--- src/rtl/ysyx_exu_rsv_pkg.sv ---
// Shared types and constants for the ALU/branch reservation station.
package ysyx_rs_pkg;

  localparam int RS_TAG_W  = 4;
  // A source tag of zero means the operand value is already present.
  localparam int TAG_READY = 0;

  typedef logic [RS_TAG_W-1:0] rs_tag_t;

  // Operand-independent part of a queued micro-op.
  typedef struct packed {
    logic [4:0]  alu_op;
    logic        jen;
    logic        ben;
    logic [31:0] imm;
    logic [31:0] pc;
  } rs_entry_t;

endpackage

--- src/rtl/ysyx_exu_rsv_if.sv ---
// Dispatch, CDB snoop and issue bundle of the reservation station.
// master: dispatcher / CDB / execute side; slave: the reservation station.
interface ysyx_exu_rsv_if
  import ysyx_rs_pkg::*;
#(
  parameter int RS_SIZE = 4,
  parameter int TAG_W   = 4,
  parameter int XLEN    = 32
);
  localparam int IDX_W = $clog2(RS_SIZE);

  logic             flush;

  logic             in_valid;
  logic             in_ready;
  logic [4:0]       in_alu_op;
  logic             in_jen;
  logic             in_ben;
  logic [XLEN-1:0]  in_op1;
  logic [XLEN-1:0]  in_op2;
  logic [TAG_W-1:0] in_qj;
  logic [TAG_W-1:0] in_qk;
  logic [TAG_W-1:0] in_dest;
  logic [31:0]      in_imm;
  logic [31:0]      in_pc;
  logic [IDX_W-1:0] out_rs_idx;

  logic             cdb_valid;
  logic [TAG_W-1:0] cdb_dest;
  logic [XLEN-1:0]  cdb_result;

  logic             iss_valid;
  logic             iss_ready;
  logic [4:0]       iss_alu_op;
  logic             iss_jen;
  logic             iss_ben;
  logic [XLEN-1:0]  iss_op1;
  logic [XLEN-1:0]  iss_op2;
  logic [31:0]      iss_imm;
  logic [31:0]      iss_pc;
  logic [TAG_W-1:0] iss_dest;

  modport master (
    output flush,
    output in_valid, in_alu_op, in_jen, in_ben, in_op1, in_op2,
    output in_qj, in_qk, in_dest, in_imm, in_pc,
    input  in_ready, out_rs_idx,
    output cdb_valid, cdb_dest, cdb_result,
    output iss_ready,
    input  iss_valid, iss_alu_op, iss_jen, iss_ben, iss_op1, iss_op2,
    input  iss_imm, iss_pc, iss_dest
  );

  modport slave (
    input  flush,
    input  in_valid, in_alu_op, in_jen, in_ben, in_op1, in_op2,
    input  in_qj, in_qk, in_dest, in_imm, in_pc,
    output in_ready, out_rs_idx,
    input  cdb_valid, cdb_dest, cdb_result,
    input  iss_ready,
    output iss_valid, iss_alu_op, iss_jen, iss_ben, iss_op1, iss_op2,
    output iss_imm, iss_pc, iss_dest
  );

endinterface

--- src/rtl/ysyx_rs_age_sel.sv ---
// Age matrix for the reservation station: tracks relative dispatch order and
// picks the oldest entry among those that are ready.
module ysyx_rs_age_sel
  import ysyx_rs_pkg::*;
#(
  parameter int RS_SIZE = 4
) (
  input  logic               clock,
  input  logic               reset,
  input  logic [RS_SIZE-1:0] alloc_oh,
  input  logic [RS_SIZE-1:0] free_oh,
  input  logic [RS_SIZE-1:0] ready,
  output logic [RS_SIZE-1:0] oldest
);

  // older[r][c] set: entry r was dispatched before entry c.
  logic [RS_SIZE-1:0] older [RS_SIZE];
  logic [RS_SIZE-1:0] blocked;

  // A newcomer is younger than everything; its own row and freed rows claim no seniority.
  always_ff @(posedge clock) begin
    if (reset) begin
      for (int r = 0; r < RS_SIZE; r++) older[r] <= '0;
    end else begin
      for (int r = 0; r < RS_SIZE; r++) begin
        for (int c = 0; c < RS_SIZE; c++) begin
          if (alloc_oh[c] && r != c)
            older[r][c] <= 1'b1;
          else if (alloc_oh[r] || free_oh[r])
            older[r][c] <= 1'b0;
        end
      end
    end
  end

  // An entry wins when no other ready entry is older than it.
  always_comb begin
    blocked = '0;
    for (int c = 0; c < RS_SIZE; c++)
      for (int r = 0; r < RS_SIZE; r++)
        if (r != c && ready[r] && older[r][c]) blocked[c] = 1'b1;
    oldest = ready & ~blocked;
  end

endmodule

--- src/rtl/ysyx_exu_rsv.sv ---
// Reservation station feeding the ALU/branch execute unit. Holds dispatched
// micro-ops, captures missing operands from the CDB and issues the oldest
// ready entry.
// Optional feature macro: YSYX_RS_CDB_BYPASS_EN -- when defined, a dispatch
// whose source tag matches the same-cycle CDB broadcast captures the value
// directly; otherwise dispatch is held off for that cycle.
module ysyx_exu_rsv
  import ysyx_rs_pkg::*;
#(
  parameter int RS_SIZE = 4,
  parameter int TAG_W   = 4,
  parameter int XLEN    = 32
) (
  input  logic          clock,
  input  logic          reset,
  ysyx_exu_rsv_if.slave bus
);

  localparam int IDX_W = $clog2(RS_SIZE);
  localparam logic [TAG_W-1:0] TAG_RDY = TAG_W'(TAG_READY);

  logic [RS_SIZE-1:0] busy;
  rs_entry_t          pl   [RS_SIZE];
  logic [TAG_W-1:0]   qj   [RS_SIZE];
  logic [TAG_W-1:0]   qk   [RS_SIZE];
  logic [TAG_W-1:0]   dest [RS_SIZE];
  logic [XLEN-1:0]    vj   [RS_SIZE];
  logic [XLEN-1:0]    vk   [RS_SIZE];

  logic               free_any;
  logic [IDX_W-1:0]   alloc_idx;
  logic               hit_j;
  logic               hit_k;
  logic               dispatch;
  logic               issue;
  logic [RS_SIZE-1:0] ready;
  logic [RS_SIZE-1:0] oldest;
  logic [RS_SIZE-1:0] alloc_oh;
  logic [RS_SIZE-1:0] free_oh;
  logic [IDX_W-1:0]   iss_idx;

  // Lowest-index free entry, taken from registered busy bits only.
  always_comb begin
    free_any  = 1'b0;
    alloc_idx = '0;
    for (int i = RS_SIZE - 1; i >= 0; i--) begin
      if (!busy[i]) begin
        free_any  = 1'b1;
        alloc_idx = IDX_W'(i);
      end
    end
  end

  // Dispatching operand whose producer is broadcasting right now.
  assign hit_j = bus.cdb_valid && (bus.in_qj != TAG_RDY) && (bus.in_qj == bus.cdb_dest);
  assign hit_k = bus.cdb_valid && (bus.in_qk != TAG_RDY) && (bus.in_qk == bus.cdb_dest);

`ifdef YSYX_RS_CDB_BYPASS_EN
  assign bus.in_ready = free_any;
`else
  // The entry would miss this broadcast, so the dispatcher retries next cycle.
  assign bus.in_ready = free_any && !(hit_j || hit_k);
`endif

  assign bus.out_rs_idx = alloc_idx;
  assign dispatch       = bus.in_valid && bus.in_ready;

  always_comb begin
    for (int i = 0; i < RS_SIZE; i++)
      ready[i] = busy[i] && (qj[i] == TAG_RDY) && (qk[i] == TAG_RDY);
  end

  assign alloc_oh = dispatch ? (RS_SIZE'(1) << alloc_idx) : '0;
  assign free_oh  = issue ? oldest : '0;

  ysyx_rs_age_sel #(.RS_SIZE(RS_SIZE)) u_age (
    .clock    (clock),
    .reset    (reset || bus.flush),
    .alloc_oh (alloc_oh),
    .free_oh  (free_oh),
    .ready    (ready),
    .oldest   (oldest)
  );

  // Encode the one-hot winner; defaults to entry 0 when nothing is ready.
  always_comb begin
    iss_idx = '0;
    for (int i = 0; i < RS_SIZE; i++)
      if (oldest[i]) iss_idx = IDX_W'(i);
  end

  assign bus.iss_valid  = |ready;
  assign issue          = bus.iss_valid && bus.iss_ready;
  assign bus.iss_alu_op = pl[iss_idx].alu_op;
  assign bus.iss_jen    = pl[iss_idx].jen;
  assign bus.iss_ben    = pl[iss_idx].ben;
  assign bus.iss_imm    = pl[iss_idx].imm;
  assign bus.iss_pc     = pl[iss_idx].pc;
  assign bus.iss_op1    = vj[iss_idx];
  assign bus.iss_op2    = vk[iss_idx];
  assign bus.iss_dest   = dest[iss_idx];

  // Entry state: flush/reset wipe everything, else dispatch, issue and wakeup.
  always_ff @(posedge clock) begin
    if (reset || bus.flush) begin
      busy <= '0;
      for (int i = 0; i < RS_SIZE; i++) begin
        pl[i]   <= '0;
        qj[i]   <= '0;
        qk[i]   <= '0;
        dest[i] <= '0;
        vj[i]   <= '0;
        vk[i]   <= '0;
      end
    end else begin
      for (int i = 0; i < RS_SIZE; i++) begin
        if (dispatch && alloc_idx == IDX_W'(i)) begin
          busy[i] <= 1'b1;
          pl[i]   <= '{alu_op: bus.in_alu_op, jen: bus.in_jen, ben: bus.in_ben,
                       imm: bus.in_imm, pc: bus.in_pc};
          dest[i] <= bus.in_dest;
          qj[i]   <= bus.in_qj;
          vj[i]   <= bus.in_op1;
          qk[i]   <= bus.in_qk;
          vk[i]   <= bus.in_op2;
`ifdef YSYX_RS_CDB_BYPASS_EN
          if (hit_j) begin
            qj[i] <= TAG_RDY;
            vj[i] <= bus.cdb_result;
          end
          if (hit_k) begin
            qk[i] <= TAG_RDY;
            vk[i] <= bus.cdb_result;
          end
`endif
        end else if (busy[i]) begin
          if (issue && oldest[i]) busy[i] <= 1'b0;
          if (bus.cdb_valid && qj[i] != TAG_RDY && qj[i] == bus.cdb_dest) begin
            qj[i] <= TAG_RDY;
            vj[i] <= bus.cdb_result;
          end
          if (bus.cdb_valid && qk[i] != TAG_RDY && qk[i] == bus.cdb_dest) begin
            qk[i] <= TAG_RDY;
            vk[i] <= bus.cdb_result;
          end
        end
      end
    end
  end

endmodule
--- src/flat_wrapper.sv ---
// flat-port wrapper written by rule: the top's interface ports become plain ports
module ysyx_exu_rsv_flat import ysyx_rs_pkg::*;
#(
  parameter int RS_SIZE = 4,
  parameter int TAG_W   = 4,
  parameter int XLEN    = 32
)
  (clock, reset, bus_flush, bus_in_valid, bus_in_alu_op, bus_in_jen, bus_in_ben, bus_in_op1, bus_in_op2, bus_in_qj, bus_in_qk, bus_in_dest, bus_in_imm, bus_in_pc, bus_in_ready, bus_out_rs_idx, bus_cdb_valid, bus_cdb_dest, bus_cdb_result, bus_iss_ready, bus_iss_valid, bus_iss_alu_op, bus_iss_jen, bus_iss_ben, bus_iss_op1, bus_iss_op2, bus_iss_imm, bus_iss_pc, bus_iss_dest);
  ysyx_exu_rsv_if #(.RS_SIZE(RS_SIZE), .TAG_W(TAG_W), .XLEN(XLEN)) bus_i ();
  input  logic clock;
  input  logic reset;
  input wire logic [$bits(bus_i.flush)-1:0] bus_flush;
  input wire logic [$bits(bus_i.in_valid)-1:0] bus_in_valid;
  input wire logic [$bits(bus_i.in_alu_op)-1:0] bus_in_alu_op;
  input wire logic [$bits(bus_i.in_jen)-1:0] bus_in_jen;
  input wire logic [$bits(bus_i.in_ben)-1:0] bus_in_ben;
  input wire logic [$bits(bus_i.in_op1)-1:0] bus_in_op1;
  input wire logic [$bits(bus_i.in_op2)-1:0] bus_in_op2;
  input wire logic [$bits(bus_i.in_qj)-1:0] bus_in_qj;
  input wire logic [$bits(bus_i.in_qk)-1:0] bus_in_qk;
  input wire logic [$bits(bus_i.in_dest)-1:0] bus_in_dest;
  input wire logic [$bits(bus_i.in_imm)-1:0] bus_in_imm;
  input wire logic [$bits(bus_i.in_pc)-1:0] bus_in_pc;
  output wire logic [$bits(bus_i.in_ready)-1:0] bus_in_ready;
  output wire logic [$bits(bus_i.out_rs_idx)-1:0] bus_out_rs_idx;
  input wire logic [$bits(bus_i.cdb_valid)-1:0] bus_cdb_valid;
  input wire logic [$bits(bus_i.cdb_dest)-1:0] bus_cdb_dest;
  input wire logic [$bits(bus_i.cdb_result)-1:0] bus_cdb_result;
  input wire logic [$bits(bus_i.iss_ready)-1:0] bus_iss_ready;
  output wire logic [$bits(bus_i.iss_valid)-1:0] bus_iss_valid;
  output wire logic [$bits(bus_i.iss_alu_op)-1:0] bus_iss_alu_op;
  output wire logic [$bits(bus_i.iss_jen)-1:0] bus_iss_jen;
  output wire logic [$bits(bus_i.iss_ben)-1:0] bus_iss_ben;
  output wire logic [$bits(bus_i.iss_op1)-1:0] bus_iss_op1;
  output wire logic [$bits(bus_i.iss_op2)-1:0] bus_iss_op2;
  output wire logic [$bits(bus_i.iss_imm)-1:0] bus_iss_imm;
  output wire logic [$bits(bus_i.iss_pc)-1:0] bus_iss_pc;
  output wire logic [$bits(bus_i.iss_dest)-1:0] bus_iss_dest;
  assign bus_i.flush = bus_flush;
  assign bus_i.in_valid = bus_in_valid;
  assign bus_i.in_alu_op = bus_in_alu_op;
  assign bus_i.in_jen = bus_in_jen;
  assign bus_i.in_ben = bus_in_ben;
  assign bus_i.in_op1 = bus_in_op1;
  assign bus_i.in_op2 = bus_in_op2;
  assign bus_i.in_qj = bus_in_qj;
  assign bus_i.in_qk = bus_in_qk;
  assign bus_i.in_dest = bus_in_dest;
  assign bus_i.in_imm = bus_in_imm;
  assign bus_i.in_pc = bus_in_pc;
  assign bus_in_ready = bus_i.in_ready;
  assign bus_out_rs_idx = bus_i.out_rs_idx;
  assign bus_i.cdb_valid = bus_cdb_valid;
  assign bus_i.cdb_dest = bus_cdb_dest;
  assign bus_i.cdb_result = bus_cdb_result;
  assign bus_i.iss_ready = bus_iss_ready;
  assign bus_iss_valid = bus_i.iss_valid;
  assign bus_iss_alu_op = bus_i.iss_alu_op;
  assign bus_iss_jen = bus_i.iss_jen;
  assign bus_iss_ben = bus_i.iss_ben;
  assign bus_iss_op1 = bus_i.iss_op1;
  assign bus_iss_op2 = bus_i.iss_op2;
  assign bus_iss_imm = bus_i.iss_imm;
  assign bus_iss_pc = bus_i.iss_pc;
  assign bus_iss_dest = bus_i.iss_dest;
  ysyx_exu_rsv #(.RS_SIZE(RS_SIZE), .TAG_W(TAG_W), .XLEN(XLEN)) u_core (.clock(clock), .reset(reset), .bus(bus_i));
endmodule
--- config.mk ---
export PLATFORM = sky130hd
export DESIGN_NAME = ysyx_exu_rsv_flat
export DESIGN_NICKNAME = d
export VERILOG_FILES = /design/src/rtl/ysyx_exu_rsv_pkg.sv /design/src/rtl/ysyx_exu_rsv_if.sv /design/src/rtl/ysyx_rs_age_sel.sv /design/src/rtl/ysyx_exu_rsv.sv /design/src/flat_wrapper.sv
export SDC_FILE = /design/constraint.sdc
export NUM_CORES = 1
export LEC_CHECK = 0
export CAP_MARGIN = 20
export CORE_UTILIZATION = 40
export CTS_CLUSTER_DIAMETER = 120
export DETAILED_ROUTE_END_ITERATION = 8
export SLEW_MARGIN = 40
export SYNTH_ARGS = -nofsm -noshare
export SYNTH_HDL_FRONTEND = slang
export SYNTH_SLANG_ARGS = --single-unit
--- constraint.sdc ---
create_clock -name clock -period 30.8 [get_ports clock]
set_clock_uncertainty 0.05 [all_clocks]
set_input_delay 9.24 -clock clock [delete_from_list [all_inputs] [get_ports clock]]
set_output_delay 9.24 -clock clock [all_outputs]
set_load 0.1 [all_outputs]
==> results of run 1 <==
[worst paths after layout]
check | startpoint | end | slack, ns
max reg2reg | u_core.busy[0]$_SDFF_PP0_ | u_core.pl[3][62]$_SDFFCE_PP0P_ | 26.73
min | u_core.busy[1]$_SDFF_PP0_ | u_core.busy[1]$_SDFF_PP0_ | 0.52
min reg2reg | u_core.busy[1]$_SDFF_PP0_ | u_core.busy[1]$_SDFF_PP0_ | 0.52
max | bus_cdb_dest[0] | bus_in_ready | 10.08
[where the power goes]
part           leakage, nW  internal (mW)  switching (mW)
Combinational         6.96         0.0596           0.180
Clock                 1.08          0.471           0.340
Sequential            6.78          0.945          0.0125
[flip-flops by register name, summed over array words and instances (netlist names)]
| name | cells |
|---|---|
| u_core.busy | 4 |
| u_core.dest | 16 |
| u_core.vk | 128 |
| u_core.qk | 16 |
| u_core.pl | 284 |
| u_core.u_age.older | 12 |
| u_core.vj | 128 |
| u_core.qj | 16 |
[cell type report]
cell class / count / area (µm²)
antenna: 8 / 20.0
clock buffer: 87 / 1860
tap: 959 / 1200
sequential: 604 / 18100
inverter: 9 / 33.8
timing repair buffer: 382 / 3130
clock inverter: 37 / 334
fill: 6505 / 37900
multi-input combinational: 1410 / 10300
[cells by family (layout without fill, tap and decap cells)]
kind of cell,after synthesis,count (layout),synth area share
AOI/OAI and AO/OA,434,434,0.139
other,0,8,0
buffers and inverters,213,515,0.0396
muxes,139,139,0.0473
and+or+nand+nor,805,805,0.149
xor gates and xnor gates,32,32,0.00954
DFF,604,604,0.616
[synth_stat cells, drive strengths merged]
library cell | n | area, µm²
nand4b | 1 | 8.76
o31ai | 4 | 30.0
a31o | 2 | 17.5
a32o | 51 | 510
o21bai | 1 | 7.51
nand2b | 7 | 43.8
a2111oi | 2 | 42.5
inv | 9 | 33.8
xnor2 | 21 | 184
o2111ai | 1 | 15.0
xor2 | 11 | 96.3
a21oi | 10 | 57.6
o21a | 2 | 15.0
nand2 | 71 | 267
nor2b | 3 | 18.8
a2bb2o | 10 | 100
a22o | 162 | 1420
a21o | 2 | 15.0
or2 | 3 | 18.8
clkbuf | 108 | 414
o21ai | 41 | 205
a41oi | 1 | 8.76
nand3 | 13 | 70.1
and3 | 169 | 1060
a31oi | 3 | 18.8
and2 | 204 | 1280
mux2i | 139 | 1390
a32oi | 1 | 8.76
nor4 | 8 | 98.9
o22a | 1 | 8.76
o22ai | 1 | 12.5
nand4 | 7 | 43.8
a211oi | 139 | 1590
dfxtp | 4 | 80.1
buf | 96 | 714
or3 | 5 | 31.3
nor3 | 151 | 777
and4 | 4 | 35.0
nor3b | 5 | 42.5
edfxtp | 600 | 18000
nor2 | 154 | 581
[worst max-delay path, delay by kind of cell]
kind | cells | cell delay (ns)
buf+inv | 2 | 1.41
simple gates | 2 | 0.39
compound gates | 2 | 0.38
[metal layers]
metal,wire (µm),up-vias
li1,-,9090
met1,38400,10400
met2,45300,918
met3,8930,194
met4,2590,26
met5,133,-
[cell usage in the layout (no fill, tap or decap), types with 71 or more instances in the layout]
master / netlist / routed
sky130_fd_sc_hd__buf_2: 46 / 143
sky130_fd_sc_hd__nor2_1: 153 / 150
sky130_fd_sc_hd__edfxtp_1: 600 / 600
sky130_fd_sc_hd__nor3_1: 148 / 147
sky130_fd_sc_hd__and3_1: 169 / 168
sky130_fd_sc_hd__mux2i_1: 139 / 139
sky130_fd_sc_hd__a22o_1: 162 / 162
sky130_fd_sc_hd__and2_1: 202 / 199
sky130_fd_sc_hd__clkdlybuf4s50_1: 0 / 188
sky130_fd_sc_hd__clkbuf_16: 0 / 71
sky130_fd_sc_hd__a211oi_2: 110 / 110
==> impl_metrics.yaml, run 1 <==
clock_tree:
  postCtsResizedCells: 0
  worst_skew_pair.late_latency_ns: 0.60
  cts.path.max_buffers: 3
  cts_tree: "yes"
  clock-sinks: 604
  numCtsBuffers: 69
  clock-root-buffer: "sky130_fd_sc_hd__clkbuf_16"
  post_cts_buffers: 0
  cts.reportedPaths.clkPinSlew_ns: 0.06
  clock_tree.htree_level_count: 3
  cts.hold.buffers_added: 0
critical_path:
  critical_path_arrival_ns: 11.43
  slowest_stage: "sky130_fd_sc_hd__clkdlybuf4s50_1"
  worst-setup-path-type: "in2out"
  start_kind: "input pin"
  reg2regPathDepth: 6
  worst_ep_required_ns: 21.51
  timing.critical_path.to_type: "primary output"
  crit_chain: "clkdlybuf4s50_1 > nor2_1 > a21oi_2 > o22ai_2 > nor2_1 > buf_2"
  crit_fanout: 12
  critPathMaxStageDelay_ns: 0.91
  critical_path.most_common_cell: "sky130_fd_sc_hd__nor2_1"
global_routing:
  grt_usage: 0.250
  global_route_wire_length_before_repair_um: 138000
  global_route_met1_utilization: 0.327
  grt_overflow: 0
  grt_start_max_net_pins: 142
  antenna_found_initial: 20
  gr-usage-met2: 0.401
  top_usage_layer: "met2"
  grt_pass1_vias: 20400
  met3_usage: 0.0657
die:
  initial_utilization: 0.403
  coreArea_um2: 72800
  dieArea_um2: 74600
  dieHeight_um: 273
  floorplan.io_pins: 332
  rows: 99
  dieWidth_um: 273
detailed_routing:
  wl_per_cell_um: 27.3
  drc: 0
  drt_iter0_drc: 2043
  route.vias.total: 20700
  postRouteAntennaNets: 0
  drt_first_pass_iters: 6
  routed_wirelength_um: 95400
  post_drt_via_cell_ratio: 5.91
sta:
  setup_total_negative_slack_ns: 0
  maxClockFrequency_mhz: 48.3
  setup_ws_ns: 10.08
  hold-worst-slack_ns: 0.522
  setup-violations-final: 0
  final-hold-violation-count: 0
  final_min_period_over_clock_period: 0.673
  grt_setup_unrepaired: "false"
  slew_violations: 0
  max_slew.worst_pin.slew_ns: 0.851
  min_period_ns: 20.72
  slew-limit-headroom: 0.433
placed_design:
  post-dp-hpwl_um: 51600
  placedCellCount: 3362
  placement.cell_area_um2: 32700
  port_buffers: 331
  globalplace.congestion: 0.862
  pre_cts_slack_ns: 10.00
layout:
  num-nets-final: 2665
  synthToLayoutAreaGrowth_pct: 18.9
  fin_cells: 3496
  stdcell_area_um2: 34900
  final_layout_size_suffix_gt1_frac: 0.176
  final_core_util: 0.480
synth:
  postSynthRegisterBits: 604
  yosysSeqAreaShare: 0.616
  post_syn_instances: 2227
  synth.cell_area_um2: 29400
  syn-num-nets: 2416
  synth-warning-count: 0
  syn_area_per_cell_um2: 13.2
  synth_cell_type_count: 58
power_and_ir_drop:
  power_density_over_cell_area_nw_per_um2: 57.5
  worst_ir_drop_vdd_uv: 39.5
  report.power.total_mw: 2.01
  leakage_nw: 14.8
worst_hold_path:
  min_delay_path_depth: 2
  worst_hold_path_type: "reg2reg"
job:
  drv.max_cap_violation_count: 0
status:
  run_status: "complete, no violations"
No activity file was read; power rests on OpenSTA's default activity.
==> run 2, diff against run 1 <==
==> constraint.sdc (replaced) <==
create_clock -name clock -period 18.9 [get_ports clock]
set_clock_uncertainty 0.05 [all_clocks]
set_input_delay 5.67 -clock clock [delete_from_list [all_inputs] [get_ports clock]]
set_output_delay 5.67 -clock clock [all_outputs]
set_load 0.1 [all_outputs]
==> run 2 against run 1 <==
Effect of this change:
- flip-flop and latch count unchanged
- combinational power up 63%
- die area unchanged
- largest power group unchanged
==> impl_metrics.yaml, run 2 (synthesis results as in run 1) <==
global_routing:
  global_route_wire_length_before_repair_um: 138000
  antenna_found_initial: 21
  gr-usage-met2: 0.400
  grt_pass1_vias: 20700
  grt_usage: 0.251
  grt_start_max_net_pins: 180
  met3_usage: 0.0632
  grt_overflow: 0
  global_route_met1_utilization: 0.327
  top_usage_layer: "met2"
placed_design:
  globalplace.congestion: 0.865
  port_buffers: 331
  placement.cell_area_um2: 32700
  placedCellCount: 3363
  post-dp-hpwl_um: 51900
detailed_routing:
  post_drt_via_cell_ratio: 5.92
  drt_first_pass_iters: 7
  route.vias.total: 20700
  routed_wirelength_um: 95200
  drt_iter0_drc: 1906
  postRouteAntennaNets: 0
  drc: 0
  wl_per_cell_um: 27.2
critical_path:
  start_kind: "input pin"
  critical_path_arrival_ns: 7.79
  crit_chain: "clkdlybuf4s50_1 > xnor2_1 > nand4_1 > o22ai_2 > nor2_1 > buf_2"
  timing.critical_path.to_type: "primary output"
  critPathTopFamily: "buffers and inverters"
  crit_fanout: 13
  critPathMaxStageDelay_ns: 0.91
  critical_path.n_buffers_inverters: 2
  worst_ep_required_ns: 13.18
  slowest_stage: "sky130_fd_sc_hd__clkdlybuf4s50_1"
  worst-setup-path-type: "in2out"
  crit_path_start: "bus_cdb_dest[1]"
  crit-reg2reg-launch: "u_core.busy[0]$_SDFF_PP0_"
job:
  drv.max_cap_violation_count: 0
sta:
  setup_total_negative_slack_ns: 0
  max_slew.worst_pin.slew_ns: 0.896
  slew-limit-headroom: 0.402
  maxClockFrequency_mhz: 74.0
  min_period_ns: 13.51
  grt_setup_unrepaired: "false"
  slew_violations: 0
  final-hold-violation-count: 0
  hold-worst-slack_ns: 0.507
  setup-violations-final: 0
  final_min_period_over_clock_period: 0.715
clock_tree:
  cts.path.max_buffers: 3
  post_cts_buffers: 0
  cts.reportedPaths.clkPinSlew_ns: 0.05
  clock-sinks: 604
  clock_tree.htree_level_count: 3
  worst_skew_pair.late_latency_ns: 0.60
  postCtsResizedCells: 0
  cts_tree: "yes"
  cts.hold.buffers_added: 0
  clock-root-buffer: "sky130_fd_sc_hd__clkbuf_16"
  numCtsBuffers: 69
worst_hold_path:
  min-delay-start: "u_core.busy[1]$_SDFF_PP0_"
  worst_hold_path_type: "reg2reg"
layout:
  top_register: "u_core.pl"
  largest_register_ff_count: 284
  stdcell_area_um2: 34900
  largestRegisters: "u_core.pl (284), u_core.vj (128), u_core.vk (128)"
  final_common_cell: "sky130_fd_sc_hd__edfxtp_1"
  area.sequential_um2: 18100
  filler_cell_count: 6422
  synthToLayoutAreaGrowth_pct: 18.9
  fin_cells: 3501
  area_of_the_multi_input_gates_um2: 10300
  final_layout_size_suffix_gt1_frac: 0.174
  num-nets-final: 2666
  most_used_cells_in_the_layout_excluding_fill_and_tap_cells: "sky130_fd_sc_hd__edfxtp_1 (600), sky130_fd_sc_hd__and2_1 (200), sky130_fd_sc_hd__clkdlybuf4s50_1 (188), sky130_fd_sc_hd__and3_1 (168), sky130_fd_sc_hd__a22o_1 (162)"
die:
  initial_utilization: 0.403
  coreArea_um2: 72800
  rows: 99
  dieArea_um2: 74600
  floorplan.io_pins: 332
  dieWidth_um: 273
  dieHeight_um: 273
status:
  run_status: "complete, no violations"
power_and_ir_drop:
  power_density_over_cell_area_nw_per_um2: 92.8
  leakage_nw: 14.8
  worst_ir_drop_vdd_uv: 63.3
  report.power.total_mw: 3.24
## run 2: power breakdown
part	internal, mW	switching [mW]	leakage, nW	total [mW]
logic	0.0976	0.294	6.97	0.392
clock network	0.741	0.548	1.04	1.29
registers	1.54	0.0206	6.78	1.56
total	2.38	0.862	14.8	3.24
## run 2: per-stage QoR
step / util / worst slack [ns]
global route: 0.480 / 5.25
finish: 0.480 / 5.39
floorplan: - / 5.04
detailed placement: 0.449 / 5.31
CTS: 0.479 / 5.30
global placement: 0.457 / 4.57
## run 2: tightest hold or removal path, cell delays in order, from the launching register on
cell and delay, ns:
sky130_fd_sc_hd__dfxtp_1 0.37, sky130_fd_sc_hd__nand2_1 0.09, sky130_fd_sc_hd__o21bai_1 0.05
## run 2: layer usage
layer / share of wire / wire length [µm]
met5: 0.0017 / 161
met4: 0.031 / 2910
met1: 0.40 / 37600
met3: 0.098 / 9350
met2: 0.47 / 45100
## run 2: cell type report
cell class,instances,area share
repair buffers,383,0.0907
clock buffers,92,0.0537
diodes,10,0.000716
well taps,959,0.0344
inverters,9,0.00104
multi-input cells,1410,0.294
clock inverters,34,0.00724
flip-flops and latches,604,0.518
## run 2: worst paths after layout
check,end,slack [ns],cells past startpoint
setup / recovery,bus_in_ready,5.39,6
hold / removal,u_core.busy[1]$_SDFF_PP0_,0.51,2
setup reg to reg,u_core.vk[0][24]$_SDFFCE_PN0P_,15.27,10
hold reg to reg,u_core.busy[1]$_SDFF_PP0_,0.51,2
==> run 3, diff against run 2 <==
==> constraint.sdc (replaced) <==
create_clock -name clock -period 12.9 [get_ports clock]
set_clock_uncertainty 0.05 [all_clocks]
set_input_delay 3.87 -clock clock [delete_from_list [all_inputs] [get_ports clock]]
set_output_delay 3.87 -clock clock [all_outputs]
set_load 0.1 [all_outputs]
==> run 3 against run 2 <==
Effect of this change:
- die area stayed put
- register-to-register slack worse by 6.2 ns
- flip-flop and latch count stayed put
- worst setup slack worse by 2.3 ns
- worst hold slack better by 0.022 ns
- via count is 1.1% lower
- global-route usage is 0.16 points lower
- wire length is 0.48% lower
- sequential power is 47% higher
- critical path type unchanged
- critical endpoint unchanged
- highest routed layer unchanged
==> impl_metrics.yaml, run 3 (synthesis results as in run 1) <==
clock_tree:
  clock-root-buffer: "sky130_fd_sc_hd__clkbuf_16"
  clock-sinks: 604
  postCtsResizedCells: 0
  cts_tree: "yes"
  cts.hold.buffers_added: 0
  cts.reportedPaths.clkPinSlew_ns: 0.06
  clock_tree.htree_level_count: 3
  numCtsBuffers: 70
  post_cts_buffers: 0
  worst_skew_pair.late_latency_ns: 0.61
  cts.path.max_buffers: 3
detailed_routing:
  route.vias.total: 20500
  drt_iter0_drc: 2052
  routed_wirelength_um: 94700
  drt_first_pass_iters: 5
  drc: 0
  wl_per_cell_um: 27.1
  postRouteAntennaNets: 0
  post_drt_via_cell_ratio: 5.87
die:
  dieArea_um2: 74600
  initial_utilization: 0.403
  rows: 99
  floorplan.io_pins: 332
  dieHeight_um: 273
  coreArea_um2: 72800
  dieWidth_um: 273
critical_path:
  start_kind: "input pin"
  worst_ep_required_ns: 8.98
  worst-setup-path-type: "in2out"
  reg_to_reg_slack_setup_ns: 9.03
  slowest_stage: "sky130_fd_sc_hd__clkdlybuf4s50_1"
  crit_chain: "clkdlybuf4s50_1 > xnor2_1 > nand4_1 > o22ai_2 > nor2_1 > buf_2"
  critical_path_arrival_ns: 5.92
  crit_fanout: 13
  timing.critical_path.to_type: "primary output"
  critPathMaxStageDelay_ns: 0.93
power_and_ir_drop:
  leakage_nw: 14.8
  worst_ir_drop_vdd_uv: 106
  power_density_over_cell_area_nw_per_um2: 137
sta:
  max_slew.worst_pin.slew_ns: 0.871
  min_period_ns: 9.84
  slew_violations: 0
  final_min_period_over_clock_period: 0.763
  slew-limit-headroom: 0.419
  setup-violations-final: 0
  final-hold-violation-count: 0
  maxClockFrequency_mhz: 102
  grt_setup_unrepaired: "false"
  setup_total_negative_slack_ns: 0
global_routing:
  grt_usage: 0.249
  grt_pass1_vias: 20600
  grt_overflow: 0
  grt_start_max_net_pins: 107
  global_route_wire_length_before_repair_um: 137000
  antenna_found_initial: 13
layout:
  final_layout_size_suffix_gt1_frac: 0.175
  most_used_cells_in_the_layout_excluding_fill_and_tap_cells: "sky130_fd_sc_hd__edfxtp_1 (600), sky130_fd_sc_hd__and2_1 (200), sky130_fd_sc_hd__clkdlybuf4s50_1 (188), sky130_fd_sc_hd__and3_1 (168), sky130_fd_sc_hd__a22o_1 (162)"
  fin_cells: 3493
  final_common_cell: "sky130_fd_sc_hd__edfxtp_1"
  filler_cell_count: 6441
  top_register: "u_core.pl"
  synthToLayoutAreaGrowth_pct: 18.8
  largestRegisters: "u_core.pl (284), u_core.vj (128), u_core.vk (128)"
  num-nets-final: 2664
  largest_register_ff_count: 284
worst_hold_path:
  worst_hold_path_type: "reg2reg"
placed_design:
  port_buffers: 331
  post-dp-hpwl_um: 51500
  globalplace.congestion: 0.841
  placedCellCount: 3362
job:
  drv.max_cap_violation_count: 0
status:
  run_status: "complete, no violations"
## run 3: cell types whose count changed in the layout (fill, tap and decap cells not counted), sizes merged
cell	previous run	this run
buf	195	192
clkbuf	92	90
clkinvlp	0	4
clkinv	27	26
bufinv	3	4
diode	10	3
## run 3: worst paths after layout
kind	from	endpoint	cells past startpoint
max reg2reg	u_core.busy[0]$_SDFF_PP0_	u_core.vk[2][1]$_SDFFCE_PN0P_	7
min	u_core.busy[1]$_SDFF_PP0_	u_core.busy[1]$_SDFF_PP0_	2
max	bus_cdb_dest[1]	bus_in_ready	6
min reg2reg	u_core.busy[1]$_SDFF_PP0_	u_core.busy[1]$_SDFF_PP0_	2
## run 3: stage by stage
stage	area [µm²]	worst slack, ns	hold slack, ns	util	total power, mW
finish	34900	3.06	0.530	0.479	4.79
global route	34900	2.89	0.570	0.479	4.92
CTS	34900	3.00	0.529	0.479	4.82
detailed placement	32700	3.01	0.516	0.449	2.90
global placement	33300	2.28	0.512	0.457	2.92
floorplan	29400	0.838	0.423	-	2.70
## run 3: area by class of cell
type | count | area, µm² | share of cell area
clock inverters | 38 | 347 | 0.00993
multi-input cells | 1410 | 10300 | 0.294
inverters | 9 | 38.8 | 0.00111
well taps | 959 | 1200 | 0.0344
flip-flops and latches | 604 | 18100 | 0.518
repair buffers | 380 | 3090 | 0.0886
diodes | 3 | 7.51 | 0.000215
clock buffers | 90 | 1860 | 0.0532
## run 3: metal layers
layer / part of all wire / vias up / GRT usage / routed length, µm
met5: 0.0013 / - / 0 / 124
met2: 0.48 / 940 / 0.409 / 45700
met3: 0.090 / 146 / 0.0575 / 8560
met4: 0.022 / 20 / 0.0728 / 2060
li1: - / 9091 / - / -
met1: 0.40 / 10300 / 0.328 / 38300
## run 3: worst max-delay path: cells and delay by family
family | cells | cell delay, ns
buffers and inverters | 2 | 1.25
AOI/OAI and AO/OA | 1 | 0.36
and+or+nand+nor | 2 | 0.24
xor gates and xnor gates | 1 | 0.19
## run 3: power by group
group / switching (mW) / internal (mW)
Combinational: 0.430 / 0.142
Clock: 0.820 / 1.11
Sequential: 0.0298 / 2.26
Total: 1.28 / 3.51
